## config.mk

```make
export PLATFORM = sky130hd
export DESIGN_NAME = pc_fetch_unit
export DESIGN_NICKNAME = d
export VERILOG_FILES = /design/src/rtl/pc_fetch_unit.sv
export SDC_FILE = /design/constraint.sdc
export NUM_CORES = 1
export LEC_CHECK = 0
export BUFFER_PORTS_ARGS = -buffer_cell sky130_fd_sc_hd__buf_2
export CORE_AREA = 8 8 171 173
export DETAILED_ROUTE_END_ITERATION = 12
export DIE_AREA = 0 0 179 181
export PLACE_DENSITY = 0.8
export SYNTH_ARGS = -nofsm -noshare
export SYNTH_HDL_FRONTEND = slang
export SYNTH_SLANG_ARGS = --single-unit
```

## constraint.sdc

```tcl
create_clock -name clk -period 3.7 [get_ports clk]
set_clock_uncertainty 0.15 [all_clocks]
set_input_delay 0.74 -clock clk [delete_from_list [all_inputs] [get_ports clk]]
set_output_delay 0.74 -clock clk [all_outputs]
set_load 0.01 [all_outputs]
```

## src/rtl/pc_fetch_unit.sv

```systemverilog
// Program counter / next-PC stage for the single-cycle LEGv8 datapath.
// Holds the fetch PC, resolves branch redirects and tracks stall/halt state.
module pc_fetch_unit #(
  parameter logic [63:0] RESET_VECTOR = 64'h0,
  parameter int unsigned CNT_W        = 32
) (
  input  logic             clk,
  input  logic             reset,
  input  logic             stall,
  input  logic             halt,
  input  logic             br_taken,
  input  logic             uncond_br,
  input  logic             br_reg,
  input  logic [63:0]      cond_addr19_se,
  input  logic [63:0]      br_addr26_se,
  input  logic [63:0]      reg_target,
  output logic [63:0]      pc,
  output logic [63:0]      pc_plus4,
  output logic             fetch_valid,
  output logic             misaligned,
  output logic [CNT_W-1:0] taken_count,
  output logic             halted
);

  localparam int unsigned ADDR_W = 64;

  localparam logic [1:0] ST_BOOT   = 2'd0;
  localparam logic [1:0] ST_RUN    = 2'd1;
  localparam logic [1:0] ST_STALL  = 2'd2;
  localparam logic [1:0] ST_HALTED = 2'd3;

  logic [1:0]        state;
  logic [1:0]        state_nxt;
  logic [ADDR_W-1:0] pc_nxt;
  logic [ADDR_W-1:0] cond_off;
  logic [ADDR_W-1:0] uncond_off;
  logic              redirect;
  logic              mis_set;

  // Word-scaled offsets; the top two offset bits fall off the end.
  assign cond_off   = ADDR_W'(cond_addr19_se << 2);
  assign uncond_off = ADDR_W'(br_addr26_se << 2);
  assign pc_plus4   = pc + ADDR_W'(4);

  // Next-state and next-PC selection; the PC only moves in RUN.
  always_comb begin
    state_nxt = state;
    pc_nxt    = pc;
    redirect  = 1'b0;
    mis_set   = 1'b0;
    case (state)
      ST_BOOT: state_nxt = ST_RUN;
      ST_RUN: begin
        mis_set = br_reg && (reg_target[1:0] != 2'b00);
        if (halt) begin
          state_nxt = ST_HALTED;
        end else if (stall) begin
          state_nxt = ST_STALL;
        end else if (br_reg) begin
          pc_nxt   = {reg_target[63:2], 2'b00};
          redirect = 1'b1;
        end else if (uncond_br) begin
          pc_nxt   = pc + uncond_off;
          redirect = 1'b1;
        end else if (br_taken) begin
          pc_nxt   = pc + cond_off;
          redirect = 1'b1;
        end else begin
          pc_nxt = pc_plus4;
        end
      end
      ST_STALL: begin
        if (halt) begin
          state_nxt = ST_HALTED;
        end else if (!stall) begin
          state_nxt = ST_RUN;
        end
      end
      ST_HALTED: state_nxt = ST_HALTED;
      default:   state_nxt = ST_BOOT;
    endcase
  end

  // State register plus registered status outputs.
  always_ff @(posedge clk or posedge reset) begin
    if (reset) begin
      state       <= ST_BOOT;
      pc          <= RESET_VECTOR;
      fetch_valid <= 1'b0;
      halted      <= 1'b0;
      misaligned  <= 1'b0;
      taken_count <= '0;
    end else begin
      state       <= state_nxt;
      pc          <= pc_nxt;
      fetch_valid <= (state_nxt == ST_RUN);
      halted      <= (state_nxt == ST_HALTED);
      if (mis_set) begin
        misaligned <= 1'b1;
      end
      // Saturating redirect counter.
      if (redirect && (taken_count != '1)) begin
        taken_count <= taken_count + CNT_W'(1);
      end
    end
  end

endmodule

```

==> flow_summary.toml <==
[route]
vias = 18210
dr.pass1.iters = 6
wire_per_inst_um = 23.11
drt_iter0_drc = 2245
antenna_left = 0
drc = 0
totalWireLength_mm = 65.69
viasPerCell = 6.409

[clock_network]
cts_buffer_depth = 2
cts_tree = "done"
cts.sinks = 99
clk_pin_slew_ps = 90
cts_made_buffers = 9
htreeDepth = 3
root_buffer = "clkbuf_16"
clkLatencyLatePin_ps = 380
hold_buffers = 0

[synth]
synth_seq_cells = 99
synth_area_mm2 = 0.01402
synthAdderAreaFrac_pct = 11.35
ys_types = 95
yosys_warnings = 0
synth_flop_cell = "dfrtp_1"
synth_top_area_cell = "dfrtp_1"
synth_compound_area_share_pct = 30.81
async_flop_share_pct = 100.0
synth_top_family_by_area = "compound AO/OA/AOI/OAI gates"
synth_edf_count = 0
synthCells = 1878
muxShareOfSynthArea_pct = 1.338
seq_area_frac_synth_pct = 17.67
synth_xor_xnor_area_share_pct = 12.11
synth-simple-area-share_pct = 22.69
synth_top_cell_area_share_pct = 17.67
synth.avg_cell_area_um2 = 7.467
yosys-top-cells-area = "dfrtp_1, ha_1, xnor2_1, a21oi_1, nand2_1"

[global_routing]
grt_pass1_wl_mm = 97.25
antenna_found_initial = 2
grt_pass1_vias = 17520
grt_overflow = 0
grtUsageTotal_pct = 38.02
grt_max_degree = 63

[finish]
area_growth_pct = 39.39
fin_util_pct = 73.76
drive_gt1_share_pct = 35.17
final_common_cell = "buf_2"
mostFrequentLayoutCells = "buf_2, buf_4, nand2_1"
nNetsFinal = 2819

[power_and_ir_drop]
cellLeakagePower_nw = 9.826
powerDensity_mw_per_mm2 = 284.7
p_total_w = 0.005566
ir_worst_vdd_mv = 0.2462

[sta]
fin_crit_ps = 3776
grt_setup_unrepaired = "true"
max_freq_ghz = 0.2648
setup_viol = 7
setup_ws_ps = -76.29
period_share_pct = 102.1
tightest_slew_ps = 1183
maxSlewHeadroom_pct = 19.07
finalHoldViolCount = 0
finalMaxSlewViolations = 0

[placement]
hpwl_mm = 52.00
port_buffers = 353
gp_congestion = 1.064

[setup_path]
max_stage_delay_ps = 450
crit_buf_inv = 4
cp_cell_sequence = "buf_2 -> ha_1 -> inv_1 -> o31ai_4 -> a221oi_2 -> buf_4 -> a2111oi_4 -> o41ai_4 -> a31oi_4 -> a211oi_4 -> buf_6 -> o41ai_4 -> xor2_1 -> a221oi_2 -> o21ai_1"
path_delay_family = "compound AO/OA/AOI/OAI gates"
endpoint_kind = "flop"
cp.arrival_ps = 3870
slowest_stage = "a2111oi_4"
path_max_fanout = 4
crit_type = "in2reg"
cp.required_ps = 3800
startpoint_type = "input pin"

[die]
die_w_um = 179
die_height_um = 181
dieArea_mm2 = 0.03240
initial_core_util_pct = 52.92
fp.coreArea_mm2 = 0.02650
pin_count = 362
rows = 60

[run_status]
status = "complete, but fails checks"
violations = "negative setup slack"

[run]
cap_violations = 0

[hold_path]
min-delay-path-class = "in2async"
==> synthesized netlist by cell type (22+ instances only) <==
library cell and count:
dfrtp_1 99, xor2_1 70, clkbuf_1 76, and2_1 22, xnor2_1 122, nand3_1 80
a211oi_1 45, o21bai_1 29, o21ai_0 132, a21oi_1 187, nor3_1 28, and3_1 39
ha_1 124, nand4_1 40, inv_1 41, nand2_1 209, nor2_1 133, a21o_1 77
a31oi_1 26
==> path summary, 6_finish.rpt <==
| path | start | depth (start not counted) | slack, ps | to |
|---|---|---|---|---|
| hold / removal | reset | 2 | 340 | taken_count[16] |
| setup / recovery | br_addr26_se[8] | 15 | -80 | pc[60] |
| min in group clk | misaligned | 1 | 350 | misaligned |
| setup reg to reg | pc[10] | 14 | -50 | pc[60] |
| max in group asynchronous | reset | 3 | 2280 | pc[38] |
| hold reg to reg | misaligned | 1 | 350 | misaligned |
==> cells by family (layout without fill, tap and decap cells) <==
family,after synthesis,after routing
AOI/OAI and AO/OA,658,658
and+or+nand+nor,641,641
xor gates and xnor gates,193,193
buffers and inverters,142,760
adders and majority gates,126,126
DFF,99,99
muxes,18,18
other,1,6
==> final cells by class <==
type                            instances  area (µm²)
Inverter                               42       160.2
Clock inverter                          7       78.83
Tap cell                              341       426.7
Sequential cell                        99        2496
Timing Repair Buffer                  702        4436
Antenna cell                            2       5.005
Clock buffer                            9       225.2
Fill cell                            2197        6953
Multi-Input combinational cell       1640       11720
==> per-layer routing <==
layer,GRT usage (%),vias up,wire length (µm)
met5,0,-,10
met2,59.02,1235,29000
met4,18.09,2,3380
met3,7.673,229,7399
li1,-,8184,-
met1,49.44,8564,25890
==> report_power, final <==
| part | leakage [nW] | switching (W) | internal [W] |
|---|---|---|---|
| logic | 8.41 | 0.00179 | 0.00143 |
| registers | 1.27 | 0.000123 | 0.00114 |
| clock network | 0.151 | 0.000581 | 0.000494 |
| total | 9.83 | 0.00250 | 0.00307 |
==> through the flow <==
step / cell area (µm²) / setup slack [ps] / setup TNS, ps / hold slack [ps] / cells
after floorplan: 14030 / 50.81 / 0 / 363.4 / 1881
after global placement: 18320 / -491.1 / -10190 / 308.8 / 2804
after detailed placement: 18320 / -500.4 / -12060 / 325.9 / 2804
after CTS: 18910 / -19.30 / -19.30 / 348.1 / 2826
after global routing: 19550 / -151.4 / -1099 / 375.6 / 2841
final: 19550 / -76.29 / -285.6 / 339.8 / 2842
==> registers in the layout, indices dropped and copies added, names as in the netlist <==
name,count
pc,62
taken_count,32
state,2
fetch_valid,1
halted,1
misaligned,1
==> timing repair <==
item / in CTS / in global routing
resized for setup: 45 / 110
pin swaps: 10 / 35
endpoints found under the setup margin: 41 / 60
setup buffers: 6 / 14
hold endpoints to repair: 0 / 0
cloned: 0 / 0
No activity file was read; power rests on OpenSTA's default activity.
